<file path="config.mk">
export PLATFORM = sky130hd
export DESIGN_NAME = if_stage
export DESIGN_NICKNAME = d
export VERILOG_FILES = /design/src/rtl/riscv_pkg.sv /design/src/rtl/pc_next_sel.sv /design/src/rtl/if_stage.sv
export SDC_FILE = /design/constraint.sdc
export NUM_CORES = 1
export LEC_CHECK = 0
export BUFFER_PORTS_ARGS = -buffer_cell sky130_fd_sc_hd__buf_2
export CORE_AREA = 2 2 109 111
export DETAILED_ROUTE_END_ITERATION = 6
export DIE_AREA = 0 0 111 113
export MAX_ROUTING_LAYER = met4
export PLACE_DENSITY = 0.74
export SYNTH_ARGS = -nofsm -noshare
export SYNTH_HDL_FRONTEND = slang
export SYNTH_HIERARCHICAL = 1
export SYNTH_SLANG_ARGS = --single-unit
</file>
<file path="constraint.sdc">
create_clock -name clk -period 4.4 [get_ports clk]
set_input_delay 0.22 -clock clk [delete_from_list [all_inputs] [get_ports clk]]
set_output_delay 0.22 -clock clk [all_outputs]
set_load 0.05 [all_outputs]
</file>
<file path="src/rtl/riscv_pkg.sv">
// Shared RISC-V pipeline constants and types used by the fetch stage.
package riscv_pkg;

    localparam int XLEN = 32;

    localparam logic [6:0]      OPC_BRANCH   = 7'b1100011;
    localparam logic [XLEN-1:0] NOP_INSTR    = 32'h0000_0013;
    localparam logic [XLEN-1:0] EBREAK_INSTR = 32'h0010_0073;

    typedef struct packed {
        logic            valid;
        logic [XLEN-1:0] pc;
        logic [XLEN-1:0] instr;
        logic            pred_taken;
    } if_id_t;

    typedef enum logic [0:0] {
        FETCH_RUN    = 1'b0,
        FETCH_HALTED = 1'b1
    } fetch_state_t;

endpackage

</file>
<file path="src/rtl/pc_next_sel.sv">
// Sequential/predicted next-PC selection for the fetch stage.
// With STATIC_BP_EN defined, backward conditional branches are predicted taken (BTFN).
module pc_next_sel
    import riscv_pkg::*;
(
    input  logic [XLEN-1:0] pc,
    input  logic [XLEN-1:0] instr,
    output logic [XLEN-1:0] next_pc,
    output logic            pred_taken
);

`ifdef STATIC_BP_EN
    logic [XLEN-1:0] b_imm;
    logic            is_back_branch;

    // A negative B-immediate (instr[31] set) means a backward branch, assumed to be a loop.
    always_comb begin
        b_imm          = {{19{instr[31]}}, instr[31], instr[7], instr[30:25], instr[11:8], 1'b0};
        is_back_branch = (instr[6:0] == OPC_BRANCH) && instr[31];
        next_pc        = pc + 32'd4;
        pred_taken     = 1'b0;
        if (is_back_branch) begin
            next_pc    = pc + b_imm;
            pred_taken = 1'b1;
        end
    end
`else
    logic unused_instr;

    assign unused_instr = ^instr;
    assign next_pc      = pc + 32'd4;
    assign pred_taken   = 1'b0;
`endif

endmodule

</file>
<file path="src/rtl/if_stage.sv">
// Instruction-fetch stage: PC register, IF/ID register, redirect/stall handling and ebreak halt.
// Optional macro STATIC_BP_EN enables backward-taken static branch prediction in pc_next_sel.
module if_stage
    import riscv_pkg::*;
#(
    parameter logic [31:0] RESET_PC   = 32'h0000_0000,
    parameter logic [31:0] HALT_INSTR = riscv_pkg::EBREAK_INSTR,
    parameter logic [31:0] NOP_INSTR  = riscv_pkg::NOP_INSTR
) (
    input  logic        clk,
    input  logic        rst,
    output logic [31:0] imem_addr,
    input  logic [31:0] imem_rdata,
    input  logic        stall,
    input  logic        redirect_valid,
    input  logic [31:0] redirect_pc,
    output logic [31:0] pc_out,
    output logic        id_valid,
    output logic [31:0] id_pc,
    output logic [31:0] id_instr,
    output logic        id_pred_taken,
    output logic        halted
);

    localparam if_id_t IF_ID_BUBBLE = '{valid: 1'b0, pc: 32'h0, instr: NOP_INSTR, pred_taken: 1'b0};

    logic [XLEN-1:0] pc_q, pc_d;
    if_id_t          if_id_q, if_id_d;
    fetch_state_t    state_q, state_d;
    logic [XLEN-1:0] seq_next_pc;
    logic            pred_taken;
    logic            unused_redirect_lsbs;

    assign unused_redirect_lsbs = ^redirect_pc[1:0];

    pc_next_sel u_pc_next_sel (
        .pc         (pc_q),
        .instr      (imem_rdata),
        .next_pc    (seq_next_pc),
        .pred_taken (pred_taken)
    );

    // Priority: redirect > stall > halted > normal fetch; reset is applied in the register process.
    always_comb begin
        pc_d    = pc_q;
        if_id_d = if_id_q;
        state_d = state_q;
        if (redirect_valid) begin
            pc_d    = {redirect_pc[31:2], 2'b00};
            if_id_d = IF_ID_BUBBLE;
            state_d = FETCH_RUN;
        end else if (!stall) begin
            if (state_q == FETCH_HALTED) begin
                if_id_d = IF_ID_BUBBLE;
            end else begin
                if_id_d = '{valid: 1'b1, pc: pc_q, instr: imem_rdata, pred_taken: pred_taken};
                if (imem_rdata == HALT_INSTR) begin
                    state_d = FETCH_HALTED;
                end else begin
                    pc_d = seq_next_pc;
                end
            end
        end
    end

    always_ff @(posedge clk) begin
        if (rst) begin
            pc_q    <= RESET_PC;
            if_id_q <= IF_ID_BUBBLE;
            state_q <= FETCH_RUN;
        end else begin
            pc_q    <= pc_d;
            if_id_q <= if_id_d;
            state_q <= state_d;
        end
    end

    assign imem_addr     = pc_q;
    assign pc_out        = pc_q;
    assign id_valid      = if_id_q.valid;
    assign id_pc         = if_id_q.pc;
    assign id_instr      = if_id_q.instr;
    assign id_pred_taken = if_id_q.pred_taken;
    assign halted        = (state_q == FETCH_HALTED);

endmodule

</file>
# After elaboration in Yosys (flattened, before gate mapping)
# Index checks and enable logic that the tools add are counted.
[word_totals]
ff_bits = 99
latch_bits = 0
ramBits = 0
mem_bits_ro = 0
output_inout_bits = 131
wordCells = 25
memories = 0
[op_classes]
n_addsub = 1
multipliers = 0
n_div = 0
order_cmp = 0
n_eq_ne = 4
n_shift = 0
muxes = 7
bitwise_logic = 3
n_reduce_logical = 3
[ops]
columns = ["operator", "count"]
rows = [
  ["$mux 32", 4],
  ["$mux 66", 1],
  ["$add 32x3->32 const B", 1],
  ["$eq 32x21->1 const B", 1],
  ["$reduce_and 3->1", 2],
  ["$ne 2x2->1 const B", 2],
  ["$not 1->1", 3],
  ["$mux 1", 2],
  ["$ne 2x1->1 const B", 1],
  ["$reduce_or 2->1", 1],
]

# Longest topological paths before layout
[depth]
word_depth = 5
mapped_depth = 6

# Cells and area by module
# The synthesis kept the hierarchy.
[modules_own_cells]
columns = ["mod", "instances", "cells_per_inst", "area_per_inst_um2", "seq_area_each_um2"]
rows = [
  ["if_stage", 1, 399, 3902.5, 1981.9],
  ["pc_next_sel", 1, 85, 591.8, 0.0],
]

# Worst setup path after synthesis
# Ideal clock, no wire load.
[synth_timing]
path_type = "register to register"
from = "register pc_q[2] (netlist: imem_addr[2])"
to = "register pc_q[24] (netlist: imem_addr[24])"
setup_ps = 122
t_arrival_ps = 2188
required_time_ps = 4278
path_slack_ps = 2090
stages_incl_launch_ff = 7
synth_period_minus_slack_ps = 2310
cell_sequence = "dfxtp_1 -> ha_1 -> nand3_1 -> nor4_4 -> nand4_1 -> xnor2_1 -> a221o_1"
[synth_between]
elab_chain_cells = 5
[synth_rtl]
columns = ["element", "line", "text"]
rows = [
  ["start: declaration", "if_stage.sv:27", "logic [XLEN-1:0] pc_q, pc_d;"],
  ["start signal: assignment", "if_stage.sv:72", "pc_q <= pc_d;"],
  ["$add 32x3->32", "pc_next_sel.sv:31", "assign next_pc = pc + 32'd4;"],
  ["named net seq_next_pc[24]", "if_stage.sv:30", "logic [XLEN-1:0] seq_next_pc;"],
  ["$mux 32", "if_stage.sv:57", "if (imem_rdata == HALT_INSTR) begin"],
  ["$mux 32", "if_stage.sv:53", "if (state_q == FETCH_HALTED) begin"],
  ["$mux 32", "if_stage.sv:52", "end else if (!stall) begin"],
  ["$mux 32", "if_stage.sv:48", "if (redirect_valid) begin"],
]
# The timed path passes the listed nets, and every way through them passes these cells. The select of a mux whose other input is x is not followed.
# A chain may end at the register's enable or synchronous reset.

# Final worst setup path
# Same ends and word-level chain as after synthesis.

==> impl_metrics.toml <==
[sta]
max_freq_mhz = 426
finalMaxSlewViolations = 0
hold_violations = 0
finalCritPeriodShare_pct = 53.3
setup-violations-final = 0
worst_pin_slew_ns = 0.802
layout_min_cycle_time_ns = 2.35
finalSetupTns_ns = 0
max-slew-margin-rel_pct = 46.5
fin_skew_ns = 0.00834
rsz0062_at_grt = "no"

[route]
wirelength_um = 12300
drt-initial-drc-count = 222
route.vias.total = 4113
ant_nets = 0
drtPass1Iterations = 4
wl_per_cell_um = 15.7
drc = 0
viasPerCell = 5.29

[run]
drv_cap = 0

[setup_path]
worstSetupPathType = "flop to flop"
startpoint_type = "flop"
crit_path_end_kind = "flop"
crit_arrival_ns = 2.57
critPathRequiredTime_ns = 4.62
crit_path_max_fanout = 8

[synth]
yosys-top-cells-count = "dfxtp_1, nor2_1, a22oi_1"
synth_cells = 484
yosysWarnings = 6
seq_area_frac_synth_pct = 44.1
synth_edf_count = 0
synth_flop_cell = "dfxtp_1"
avgSynthCellArea_um2 = 9.29
synthArstFlopShare_pct = 0
syn_area_um2 = 4490
ys_types = 38
synth_area_leaders = "dfxtp_1, a22oi_1, a221o_1"
yosysTopAreaCellShare_pct = 44.1
synth_area_leader_cell = "dfxtp_1"
syn_nets = 553
synth-seq-cells = 99
yosysMostFrequentCell = "dfxtp_1"

[clock_tree]
root_buffer = "clkbuf_16"
cts_tree = "done"
clockBufferDepth = 2
cts_sinks = 99
ctsResizeCount = 0
cts.clk_slew.worst_paths_ns = 0.07
htreeDepth = 3
cts_hold_buf = 0
clock_latency_ns = 0.34
postCtsSetupRepairBufs = 0
numCtsBuffers = 9

[placement]
dp_hpwl_um = 8750
dp_cells = 762
gp_congestion = 0.835
io_buffers = 196

[die]
num_io_pins = 199
core_um2 = 11300
dieHeight_um = 113
dieWidth_um = 111
rows = 39
fp.dieArea_um2 = 12500
initial_core_util_pct = 39.9

[finish]
areaGrowthSynthToFinish_pct = 23.7
layout.nets = 699
drive_gt1_share_pct = 37.2
instances_no_fill = 778

[status]
status = "completed"

[global_routing]
grt_max_degree = 82
track_usage_pct = 19.4
antenna_found_initial = 1
grt_pass1_vias = 3770
grt_overflow = 0
grt_pass1_wl_um = 19100

[power_and_ir_drop]
vdd.ir_drop.worst_uv = 182
p_leak_nw = 2.57
p_per_area_nw_per_um2 = 374

[hold_path]
hp-class = "input pin to flop"
==> registers in the layout (all words and copies together), names as in the netlist <==
register	cells
id_valid	1
imem_addr	32
id_instr	32
halted	1
id_pc	32
id_pred_taken	1
==> placed cells by master (no fill, tap or decap), types with 4 or more instances in the layout <==
cell type,count
a221o_1,30
clkbuf_16,9
or2_2,4
xor2_1,7
nor3b_1,16
and2_1,31
a22oi_1,46
xnor2_1,21
nand4_1,10
dfxtp_1,99
nand2_1,17
nand3_1,12
buf_2,196
a21oi_1,18
nor4_2,5
nor2_1,71
buf_4,6
==> worst paths after layout <==
kind / start / to / slack, ns / depth (start not counted)
max reg2reg: imem_addr[2]$_SDFFE_PP0P_ / imem_addr[24]$_SDFFE_PP0P_ / 2.05 / 6
min reg2reg: id_valid$_SDFFE_PP0N_ / id_valid$_SDFFE_PP0N_ / 0.48 / 2
min: imem_rdata[1] / id_instr[1]$_SDFFE_PP1N_ / 0.12 / 3
max: imem_addr[2]$_SDFFE_PP0P_ / imem_addr[24]$_SDFFE_PP0P_ / 2.05 / 6
==> worst max-delay path: stages (launching register included) <==
cell	delay, ns
dfxtp_1	0.49
ha_1	0.24
nand3_1	0.25
nor4_4	0.53
nand4_1	0.21
xnor2_1	0.17
a221o_1	0.33
==> metal layers <==
layer | global-route usage, % | routed length [um]
met1 | 23.2 | 5250
met2 | 31.3 | 6090
met3 | 3.80 | 575
met4 | 10.3 | 332
met5 | - | 0
==> area by class of cell <==
type                            instances  area, um^2
Inverter                                3        11.3
Tap cell                              143         179
Timing Repair Buffer                  202        1030
Multi-Input combinational cell        315        2090
Fill cell                            1100        5710
Clock inverter                          6        40.0
Antenna cell                            1        2.50
Sequential cell                        99        1980
Clock buffer                            9         225
==> logic make-up after synthesis <==
group	synth area share, %
buf+inv	9.52
xor+xnor	5.46
flops	44.1
other cells	0.0834
simple gates	22.9
fa+ha+maj	0.278
compound gates	17.6
==> report_power, final <==
part / total, mW / switching (mW) / leakage [nW] / internal, mW
logic: 0.381 / 0.274 / 1.63 / 0.107
clock network: 0.724 / 0.343 / 0.132 / 0.381
registers: 0.972 / 0.0442 / 0.808 / 0.928
total: 2.08 / 0.661 / 2.57 / 1.42
==> stage by stage <==
step           hold slack, ns  worst slack [ns]  utilization [%]  power [mW]  cell area, um^2
5_1_grt                 0.127              1.90             49.3        2.15             5560
4_1_cts                 0.107              2.06             49.3        2.10             5560
3_5_place_dp            0.460              2.08             46.9        1.38             5290
6_report                0.121              2.05             49.3        2.08             5560
2_1_floorplan           0.356              2.09                -        1.29             4490
3_3_place_gp            0.460              2.12             46.9        1.37             5290
No activity file was read; power rests on OpenSTA's default activity.
